**src/rtl/dat_pkg.sv**
```systemverilog
// Shared definitions for the DAT initialisation sequencer: state encoding,
// address/data widths and the identity fill value (bank = slot).
package dat_pkg;

  localparam int DAT_AW = 15;
  localparam int DAT_DW = 16;
  localparam int TASK_W = 12;
  localparam int SLOT_W = 3;

  typedef enum logic [1:0] {
    ST_IDLE   = 2'd0,
    ST_FILL   = 2'd1,
    ST_VERIFY = 2'd2,
    ST_DONE   = 2'd3
  } dat_state_e;

  function automatic logic [DAT_DW-1:0] fill_value(input logic [SLOT_W-1:0] slot);
    return {8'h00, 5'b00000, slot};
  endfunction

endpackage

```
**src/rtl/dat_fill_counter.sv**
```systemverilog
// DAT address counter: grant-gated increment, synchronous clear, and a
// terminal-count flag at {TASK_LAST, 3'b111}; wraps to 0 only on the final step.
module dat_fill_counter
  import dat_pkg::*;
#(
  parameter logic [TASK_W-1:0] TASK_LAST = 12'hFFF
) (
  input  logic              clk_i,
  input  logic              clr_i,
  input  logic              inc_i,
  output logic [DAT_AW-1:0] addr_o,
  output logic              tc_o
);

  localparam logic [DAT_AW-1:0] LAST_ADDR = {TASK_LAST, 3'b111};

  logic [DAT_AW-1:0] addr_q;
  logic [DAT_AW-1:0] addr_d;

  // Address register.
  always_ff @(posedge clk_i) begin
    addr_q <= addr_d;
  end

  // Next address: clear wins, terminal step returns to 0 so the count never runs past the last task.
  always_comb begin
    addr_d = addr_q;
    if (clr_i) begin
      addr_d = {DAT_AW{1'b0}};
    end else if (inc_i) begin
      if (tc_o) begin
        addr_d = {DAT_AW{1'b0}};
      end else begin
        addr_d = addr_q + 15'd1;
      end
    end else begin
      addr_d = addr_q;
    end
  end

  assign tc_o   = (addr_q == LAST_ADDR);
  assign addr_o = addr_q;

endmodule

```
**src/rtl/dat_init_seq.sv**
```systemverilog
// DAT RAM initialisation sequencer: fills every {task, slot} entry with the
// identity bank map after reset or on request. Optional read-back check: DAT_VERIFY_EN.
module dat_init_seq
  import dat_pkg::*;
#(
  parameter logic [TASK_W-1:0] TASK_LAST = 12'hFFF
) (
  input  logic              e,
  input  logic              reset,
  input  logic              start,
  input  logic              dat_gnt,
  input  logic [DAT_DW-1:0] dat_rdata,
  output logic              dat_req,
  output logic [DAT_AW-1:0] dat_addr,
  output logic [DAT_DW-1:0] dat_wdata,
  output logic              dat_we_l,
  output logic              dat_we_h,
  output logic              busy,
  output logic              done,
  output logic              err,
  output logic [DAT_AW-1:0] err_addr
);

  dat_state_e        state_q;
  dat_state_e        state_d;
  logic [DAT_AW-1:0] cnt_s;
  logic              tc_s;
  logic              cnt_inc_s;
  logic              cnt_clr_s;
  logic              start_clr_s;
  logic              chk_s;
  logic              we_s;
  logic              busy_s;

  dat_fill_counter #(
    .TASK_LAST (TASK_LAST)
  ) u_cnt (
    .clk_i  (e),
    .clr_i  (cnt_clr_s),
    .inc_i  (cnt_inc_s),
    .addr_o (cnt_s),
    .tc_o   (tc_s)
  );

  // State register; reset lands in FILL so the table is rebuilt after every reset.
  always_ff @(posedge e) begin
    if (reset) begin
      state_q <= ST_FILL;
    end else begin
      state_q <= state_d;
    end
  end

  // Next-state and per-state control decode.
  always_comb begin
    state_d     = state_q;
    dat_req     = 1'b0;
    we_s        = 1'b0;
    busy_s      = 1'b0;
    done        = 1'b0;
    cnt_inc_s   = 1'b0;
    start_clr_s = 1'b0;
    chk_s       = 1'b0;
    case (state_q)
      ST_IDLE: begin
        if (start) begin
          state_d     = ST_FILL;
          start_clr_s = 1'b1;
        end else begin
          state_d = ST_IDLE;
        end
      end
      ST_FILL: begin
        dat_req   = 1'b1;
        busy_s    = 1'b1;
        we_s      = dat_gnt;
        cnt_inc_s = dat_gnt;
        if (dat_gnt && tc_s) begin
`ifdef DAT_VERIFY_EN
          state_d = ST_VERIFY;
`else
          state_d = ST_DONE;
`endif
        end else begin
          state_d = ST_FILL;
        end
      end
`ifdef DAT_VERIFY_EN
      ST_VERIFY: begin
        dat_req   = 1'b1;
        busy_s    = 1'b1;
        cnt_inc_s = dat_gnt;
        chk_s     = dat_gnt;
        if (dat_gnt && tc_s) begin
          state_d = ST_DONE;
        end else begin
          state_d = ST_VERIFY;
        end
      end
`endif
      ST_DONE: begin
        done    = 1'b1;
        state_d = ST_IDLE;
      end
      default: begin
        state_d = ST_IDLE;
      end
    endcase
  end

  assign cnt_clr_s = reset | start_clr_s;
  assign busy      = busy_s;
  assign dat_we_l  = we_s;
  assign dat_we_h  = we_s;
  assign dat_addr  = busy_s ? cnt_s : {DAT_AW{1'b0}};
  assign dat_wdata = fill_value(cnt_s[SLOT_W-1:0]);

`ifdef DAT_VERIFY_EN
  logic              err_q;
  logic              err_d;
  logic [DAT_AW-1:0] err_addr_q;
  logic [DAT_AW-1:0] err_addr_d;
  logic              mism_s;

  assign mism_s = (dat_rdata != fill_value(cnt_s[SLOT_W-1:0]));

  // Sticky error flag and first-mismatch address.
  always_ff @(posedge e) begin
    if (reset) begin
      err_q      <= 1'b0;
      err_addr_q <= {DAT_AW{1'b0}};
    end else begin
      err_q      <= err_d;
      err_addr_q <= err_addr_d;
    end
  end

  // Only the first mismatch of a pass is captured; a new start clears the record.
  always_comb begin
    err_d      = err_q;
    err_addr_d = err_addr_q;
    if (start_clr_s) begin
      err_d      = 1'b0;
      err_addr_d = {DAT_AW{1'b0}};
    end else if (chk_s && mism_s && !err_q) begin
      err_d      = 1'b1;
      err_addr_d = cnt_s;
    end else begin
      err_d      = err_q;
      err_addr_d = err_addr_q;
    end
  end

  assign err      = err_q;
  assign err_addr = err_addr_q;
`else
  logic unused_s;
  assign unused_s = ^{dat_rdata, chk_s};
  assign err      = 1'b0;
  assign err_addr = {DAT_AW{1'b0}};
`endif

endmodule

```
**config.mk**
```make
export PLATFORM = sky130hd
export DESIGN_NAME = dat_init_seq
export DESIGN_NICKNAME = d
export VERILOG_FILES = /design/src/rtl/dat_pkg.sv /design/src/rtl/dat_fill_counter.sv /design/src/rtl/dat_init_seq.sv
export SDC_FILE = /design/constraint.sdc
export NUM_CORES = 1
export LEC_CHECK = 0
export CORE_UTILIZATION = 37
export DETAILED_ROUTE_END_ITERATION = 8
export PLACE_DENSITY = 0.81
export SETUP_SLACK_MARGIN = 0.2
export SYNTH_ARGS = -nofsm -noshare
export SYNTH_HDL_FRONTEND = slang
export SYNTH_HIERARCHICAL = 1
export SYNTH_SLANG_ARGS = --single-unit
export TNS_END_PERCENT = 10
```
**constraint.sdc**
```tcl
create_clock -name e -period 1.96 [get_ports e]
set_input_delay 0.294 -clock e [delete_from_list [all_inputs] [get_ports e]]
set_output_delay 0.294 -clock e [all_outputs]
set_load 0.05 [all_outputs]
```
* After elaboration in Yosys (flattened, before gate mapping)
Cells that the tools add are included.
** Storage, ports and cells
- Logic and storage cells :: 19
- Register bits :: 17
** Cells by class
- Bitwise logic cells :: 1
- Add/sub/neg operators :: 1
- Eq/ne operators :: 3
- Multiplexer cells :: 10
- Reductions and logical operators :: 2
** Operator list (number)
- 15-bit two-way mux :: 2
- 15-bit by 1-bit adder with 15-bit output (second input constant) :: 1
- 15-bit == test (second input constant) :: 1
- 1-bit two-way mux :: 6
- 2-bit case mux with 2 select lines :: 1
- 2-bit by 1-bit == test with 1-bit output (second input constant) :: 1
- 2-bit == test (second input constant) :: 1
- 2-bit zero test :: 1
- 2-bit two-way mux :: 1
- 1-bit logical AND :: 1
- 1-bit bitwise OR :: 1

* Depth between registers and ports, before layout
Gate-level depths: netlist of the first run.
- Word-level depth :: 4
- Gate-level depth with buffers :: 7
- Gate-level depth less buffers :: 6

* Hierarchy
Netlist of the first run, hierarchy kept.
** By module, submodules not included
- dat_fill_counter :: cells an instance 76, sequential area each 300.3 µm², instances 1, area an instance 688.2 µm²
- dat_init_seq :: cells an instance 58, sequential area each 40.0 µm², instances 1, area an instance 462.9 µm²

* Least setup slack after synthesis of the first run
Ideal clock, no wire load.
- Kind :: reg2reg
- Start point :: register state_q[0]
- End point :: register u_cnt.addr_q[13] (netlist: u_cnt/addr_o[13])
- Library setup time :: 0.115 ns
- Arrival :: 1.699 ns
- Path buffers :: 1
- Path slack :: 0.146 ns
- Cell stages (with the launch flop) :: 8
- Required time :: 1.845 ns
- Cells stage by stage :: dfxtp_1 nor2b_4 and2_2 buf_2 nand3_1 nor4_1 xnor2_1 nor2_1
** Between the ends
- Elaborated cells on any way between the ends :: 5
- Those cells by class :: eq/ne: 1; mux: 2; bitwise: 1; reduce/logical: 1
** RTL lines
- start: declaration :: RTL line dat_init_seq.sv:24 : dat_state_e state_q;
- start signal: assignment :: RTL line dat_init_seq.sv:50 : state_q <= state_d;
- 2-bit by 1-bit == test with 1-bit output
- 1-bit two-way mux
- net dat_we_h :: RTL line dat_init_seq.sv:17 : output logic dat_we_h,
- end signal: assignment :: RTL line dat_fill_counter.sv:22 : addr_q <= addr_d;
- end: declaration :: RTL line dat_fill_counter.sv:17 : logic [DAT_AW-1:0] addr_q;
The timed path passes the listed nets, and every way through them passes these cells.
A chain may end at the register's enable or synchronous reset.

* Worst setup path after layout of the first run
- Start point :: register state_q[0]
- End point :: output dat_addr[13]
** Between the ends
- Cells in the longest elaborated chain, start to end :: 3
** Ends and longest elaborated chain
- 2-bit by 1-bit == test with 1-bit output :: RTL line dat_init_seq.sv:64 : case (state_q)
- 1-bit two-way mux :: RTL line dat_init_seq.sv:64
- 15-bit two-way mux :: RTL line dat_init_seq.sv:115 : assign dat_addr = busy_s ? cnt_s : {DAT_AW{1'b0}};
- end: declaration :: RTL line dat_init_seq.sv:14 : output logic [DAT_AW-1:0] dat_addr,
No other way between the ends.

==> results of run 1 <==
cells in the final DEF, fill, tap and decap left out, types with 2 or more instances in the layout:
master           instances
nor4_1                   6
xor2_1                   3
clkdlybuf4s50_1          3
and2_2                  16
nand3_1                  3
conb_1                  29
buf_12                  17
xnor2_1                 11
nand2_1                  4
nand4_1                  4
clkbuf_4                 3
buf_4                    7
dfxtp_1                 17
inv_1                    2
nor2_1                  18
nor3_1                   5
flip-flops by register name (all words and copies together) (netlist names):
name          flops
u_cnt/addr_o     15
state_q           2
area by class of cell:
cell class                 count  area (um^2)  share of cell area
clock inverter                 1        5.005            0.003319
clock buffer                   3        22.52             0.01494
inverter                       2        7.507            0.004979
sequential                    17        340.3              0.2257
timing repair buffer          29        444.2              0.2946
tap                           31        38.79             0.02573
multi-input combinational    109        649.4              0.4307
final timing paths:
kind	from	to	slack (ns)	depth (start not counted)
worst max-delay path	state_q[0]	dat_addr[13]	0.31	4
worst min-delay path	state_q[1]	state_q[0]	0.53	1
worst max register to register	u_cnt/addr_o[5]	u_cnt/addr_o[10]	0.34	4
worst min register to register	state_q[1]	state_q[0]	0.53	1
power groups by stage:
stage / Clock (mW) / Combinational, mW / Sequential [mW]
2_1_floorplan: 0 / 0.217 / 0.379
3_3_place_gp: 0 / 0.234 / 0.364
3_5_place_dp: 0 / 0.237 / 0.364
4_1_cts: 0.194 / 0.235 / 0.356
5_1_grt: 0.212 / 0.244 / 0.357
6_report: 0.187 / 0.236 / 0.356
logic make-up after synthesis:
family          count (synthesis)  share of synthesized area
fa+ha+maj                       1                    0.01087
flops                          17                     0.2957
buf+inv                        36                     0.2326
simple gates                   61                     0.3206
compound gates                  3                    0.02174
xor+xnor                       14                     0.1065
mux                             1                   0.008696
other cells                     1                   0.003258
routing by layer:
metal	track usage	vias to the layer above	share of wire
li1	-	431	-
met1	0.1474	405	0.41
met2	0.2259	40	0.52
met3	0.04018	0	0.068
met4	0.03401	0	0
met5	0	-	0
timing repair:
action	in CTS	in global routing
pin swaps	0	0
resized for setup	1	1
hold endpoints to repair	0	0
endpoints found under the setup margin	2	8
==> metrics.txt, run 1 <==
Setup WS pre-CTS 0.1610 ns; Core Area 0.002853 mm^2; pin count of the biggest net entering global routing 19; TritonRoute pass-1 iters 8; Fmax 0.6057 GHz; Remaining DRCs 4; Die Y-Extent 57.78 um; Syn Area/Cell 8.590 um^2; Final Worst Setup Slack 0.3091 ns; Die Wd 57.78 um; EDFF count, synth 0; Setup Fix Bufs, Post-CTS 0; CP Buf/Inv Count 2; # setup viols final 0; critical path's largest stage delay 0.38 ns; Worst-path clk slew 0.10 ns; maxcap violations 0; Detailed Route WL 1955 um; ANT cells 0; sequential area share after synthesis 0.2957; status finished with violations; cells after synthesis 134; count leader, synth buf_4; Overflow after GRT 0; share of layout cells above drive strength 1 0.3043; CTS tree yes; Non-Filler Instances 192; Worst Hold Class flip-flop to flip-flop; drt via density 4.563; die area 0.003338 mm^2; commonest cells in the netlist buf_4 (31), nor2_1 (18), and2_2 (17), dfxtp_1 (17), xnor2_1 (11); HPWL after detailed placement 1575 um; Critical Path End Type output pin; initial antenna violation count 0; total CTS buffers 3; Mapped Area 0.001151 mm^2; sequential fraction of design power 0.457; fillers 274; crit-path cells nor2b_4 -> buf_4 -> and2_2 -> buf_12; Tcrit/Tclk final 0.8423; Placed Instances 188; htree depth 1; count of state elements after synthesis 17; Design Power 0.7787 mW; global-route usage over all layers 0.1271; final hold viol count 0; hold buffer count at cts 0; Distinct cells, synth 24; Crit-path slowest cell dfxtp_1; failing checks design-rule violations; total power per unit cell area 516.5 mW/mm^2; Hold Worst Slack 0.5280 ns; CP required 1.67 ns; Logic pwr share 0.303; Yosys warnings 6; Post-DP Area 0.001479 mm^2; Switch Pwr 0.3033 mW; via count 876; P_leak 0.6593 nW; global-route wire length before repair 3298 um; max_slew headroom 0.6651; share of flip-flops with an asynchronous set or reset 0; total internal power 0.4754 mW; post-route setup TNS 0 ns; DR WL/cell 10.18 um; row count 19; Critical Path Fanout Max 18; min Tclk post-route 1.651 ns; share of the synthesized area in the top cell type 0.2957; post-route cell area 0.001508 mm^2; Setup crit start kind flip-flop; Routability Congestion 0.7556; initial core utilization 0.4035; Synth area leaders dfxtp_1 (30%), buf_4 (20%), and2_2 (11%), xnor2_1 (8.4%), nor2_1 (5.9%); clk_lat worst skew 0.29 ns; Root Driver clkbuf_4; top cell type by total area after synthesis dfxtp_1; Slew Viols, Final 0; Net Sw Frac 0.3895; worst IR drop on VDD 0.2993 mV; IO buf count 26; Clock Skews 0.006968 ns; Clock Sinks 17; Longest Clk Path Bufs 2; CP top delay family flip-flops; clock share of power 0.240; WP data arrival 1.36 ns; 1st-iter DRT viols 26; RSZ-0062 raised after global routing true; antenna-violating nets left 0; vias in the first global route 764; I/O pins 72; Final Util 0.5285; layout net count 183; leading register cell type out of synthesis dfxtp_1; area grow syn2layout 30.98%; worst-margin pin slew 0.5015 ns; Crit Path Class flip-flop to output pin
(Power assumes the default switching activity.)
==> run 2: changes to the inputs <==
--- a/config.mk
+++ b/config.mk
@@ -5,9 +5,9 @@
 export SDC_FILE = /design/constraint.sdc
 export NUM_CORES = 1
 export LEC_CHECK = 0
-export CORE_UTILIZATION = 37
+export CORE_UTILIZATION = 33
 export DETAILED_ROUTE_END_ITERATION = 8
-export PLACE_DENSITY = 0.81
+export PLACE_DENSITY = 0.76
 export SETUP_SLACK_MARGIN = 0.2
 export SYNTH_ARGS = -nofsm -noshare
 export SYNTH_HDL_FRONTEND = slang
==> constraint.sdc (replaced) <==
create_clock -name e -period 1.45 [get_ports e]
set_input_delay 0.2175 -clock e [delete_from_list [all_inputs] [get_ports e]]
set_output_delay 0.2175 -clock e [all_outputs]
set_load 0.05 [all_outputs]
==> run 2 against run 1 <==
The flow finishes with violations (negative setup slack). Global-route usage up 1.9 points. First-iteration DRC count is 65% higher. Critical path depth up 3. Setup slack got worse by 0.38 ns. Die area rose by 12%. Cell count increased by 21%. Combinational power rose by 59%. Final area increased by 29%. Count of clock-buffer cells in the layout increased by 1. Register-to-register slack worse by 0.41 ns.
==> metrics.txt, run 2 (synthesis gave the netlist of run 1 again) <==
CP top delay family simple AND/OR/NAND/NOR gates; Non-Filler Instances 233 (+21%); FF/Latch Area 351.6 um^2 (+3.3%); CP required 1.65 ns (-0.02 ns); Worst-path clk slew 0.10 ns (about the same); critical path's largest stage delay 0.35 ns (-0.03 ns); Design Power 1.115 mW (+43%); worst IR drop on VDD 0.3216 mV (+7.5%); TritonRoute pass-1 iters 4 (-4); Remaining DRCs 0 (-4); Routability Congestion 0.7945 (+5.1%); Clock Sinks 17 (unchanged); CTS tree yes; HPWL after detailed placement 1813 um (+15%); Crit Path Class flip-flop to flip-flop; Setup WS pre-CTS -0.1168 ns (-0.2779 ns); Final Util 0.5838 (+0.05529); Slew Viols, Final 0 (unchanged); Register-to-Register Path Depth 7 (+3); RSZ-0062 raised after global routing true; Die Y-Extent 61.06 um (+5.7%); Fmax 0.6592 GHz; pin count of the biggest net entering global routing 18 (-1); Detailed Route WL 2594 um (+33%); Setup crit start kind flip-flop; initial core utilization 0.3450 (-0.05855); vias in the first global route 865 (+13%); status finished with violations; max reg flops 15 (unchanged); ANT cells 0 (unchanged); IO buf count 26 (unchanged); CP Buf/Inv Count 1 (-1); area of the multi-input gates 765.7 um^2 (+18%); post-route setup TNS -0.6555 ns (-0.6555 ns); Final Worst Setup Slack -0.06688 ns (-0.3759 ns); Die Wd 61.06 um (+5.7%); commonest non-fill, non-tap cells in the layout conb_1 (29), buf_4 (24), buf_12 (24), nor2_1 (18), and2_2 (13); commonest non-fill, non-tap cell in the layout conb_1; I/O pins 72 (unchanged); antenna-violating nets left 0 (unchanged); hold buffer count at cts 0 (unchanged); total power per unit cell area 572.3 mW/mm^2 (+11%); share of layout cells above drive strength 1 0.5134 (+0.2090); final hold viol count 0 (unchanged); htree depth 1 (unchanged); layout net count 209 (+14%); crit path capture u_cnt/addr_o[13]; Hold Worst Slack 0.5042 ns (-0.02380 ns); WP data arrival 1.72 ns (+0.36 ns); 1st-iter DRT viols 43 (+65%); drt via density 4.129 (-9.5%); area grow syn2layout 69.24%; global-route usage over all layers 0.1464 (+0.01939); failing checks negative setup slack; total CTS buffers 3 (unchanged); crit-path cells nor2b_4 -> and2_4 -> buf_12 -> nand3_4 -> nor4_4 -> xnor2_1 -> nor2_1; FF-to-FF End u_cnt/addr_o[13]; Clock Skews 0.01051 ns (+0.003539 ns); die area 0.003728 mm^2 (+12%); initial antenna violation count 0 (unchanged); post-route cell area 0.001948 mm^2 (+29%); Longest Clk Path Bufs 2 (unchanged); clk_lat worst skew 0.30 ns (about the same); global-route wire length before repair 3974 um (+20%); Critical Path Fanout Max 4 (-14); FF-to-FF setup slack -0.07 ns (-0.41 ns); Critical Path End Type flip-flop; P_leak 0.8990 nW (+36%); DR WL/cell 11.13 um (+9.3%); RR Startpoint state_q[0]; row count 21 (+2); Placed Instances 218 (+16%); Core Area 0.003337 mm^2 (+17%); # setup viols final 24 (+24); min Tclk post-route 1.517 ns; CP Depth 7 (+3); Root Driver clkbuf_4; fillers 261 (-4.7%); Crit-path slowest cell dfxtp_2; Tcrit/Tclk final 1.046; Post-DP Area 0.001737 mm^2 (+17%); via count 962 (+9.8%); Worst setup startpoint state_q[0]; maxcap violations 0 (unchanged); Worst Hold Class flip-flop to flip-flop; Overflow after GRT 0 (unchanged)
[run 2: cell count changes in the layout (fill, tap and decap cells not counted), moves of 4 or more]
cell,delta
nor4_4,+4
nor4_1,-5
buf_4,+17
nor3_1,-4
dfxtp_2,+9
dfxtp_1,-9
buf_12,+7
[run 2: where the power goes]
part	switching [mW]	internal (mW)
Sequential	0.00335	0.474
Clock	0.154	0.107
Combinational	0.271	0.105
Total	0.429	0.686
[run 2: how the worst min path moves through the flow]
stage | startpoint | endpoint | slack (ns) | cells past startpoint
finish | state_q[1] | state_q[0] | 0.50 | 1
global route | state_q[1] | state_q[0] | 0.53 | 1
CTS | state_q[1] | state_q[0] | 0.51 | 1
detailed placement | state_q[1] | state_q[0] | 0.53 | 1
global placement | state_q[1] | state_q[0] | 0.49 | 1
floorplan | reset | state_q[0] | 0.32 | 1
[run 2: area by class of cell]
cell class                      count  area share
Inverter                            2    0.003854
Sequential cell                    17      0.1805
Clock buffer                        4     0.01349
Multi-Input combinational cell    109      0.3931
Tap cell                           46     0.02954
Timing Repair Buffer               55      0.3796
[run 2: worst register-to-register path: stages, from the launching register on]
cell and delay (ns):
dfxtp_2 0.35, nor2b_4 0.16, and2_4 0.18, buf_12 0.12, nand3_4 0.09, nor4_4 0.29
xnor2_1 0.16, nor2_1 0.07
[run 2: what timing repair did]
action                     4_1_cts  5_1_grt
resized for setup               12       10
setup endpoints to repair       36       36
cloned                           0        0
buffers inserted                 3        8
pin swaps                        5        8
[run 2: metal layers]
layer | vias to the layer above | global-route usage | wire length, um
li1 | 486 | - | -
met1 | 441 | 0.1817 | 1036
met2 | 31 | 0.2655 | 1434
met3 | 4 | 0.01891 | 89
met4 | 0 | 0.03896 | 34
met5 | - | 0 | 0
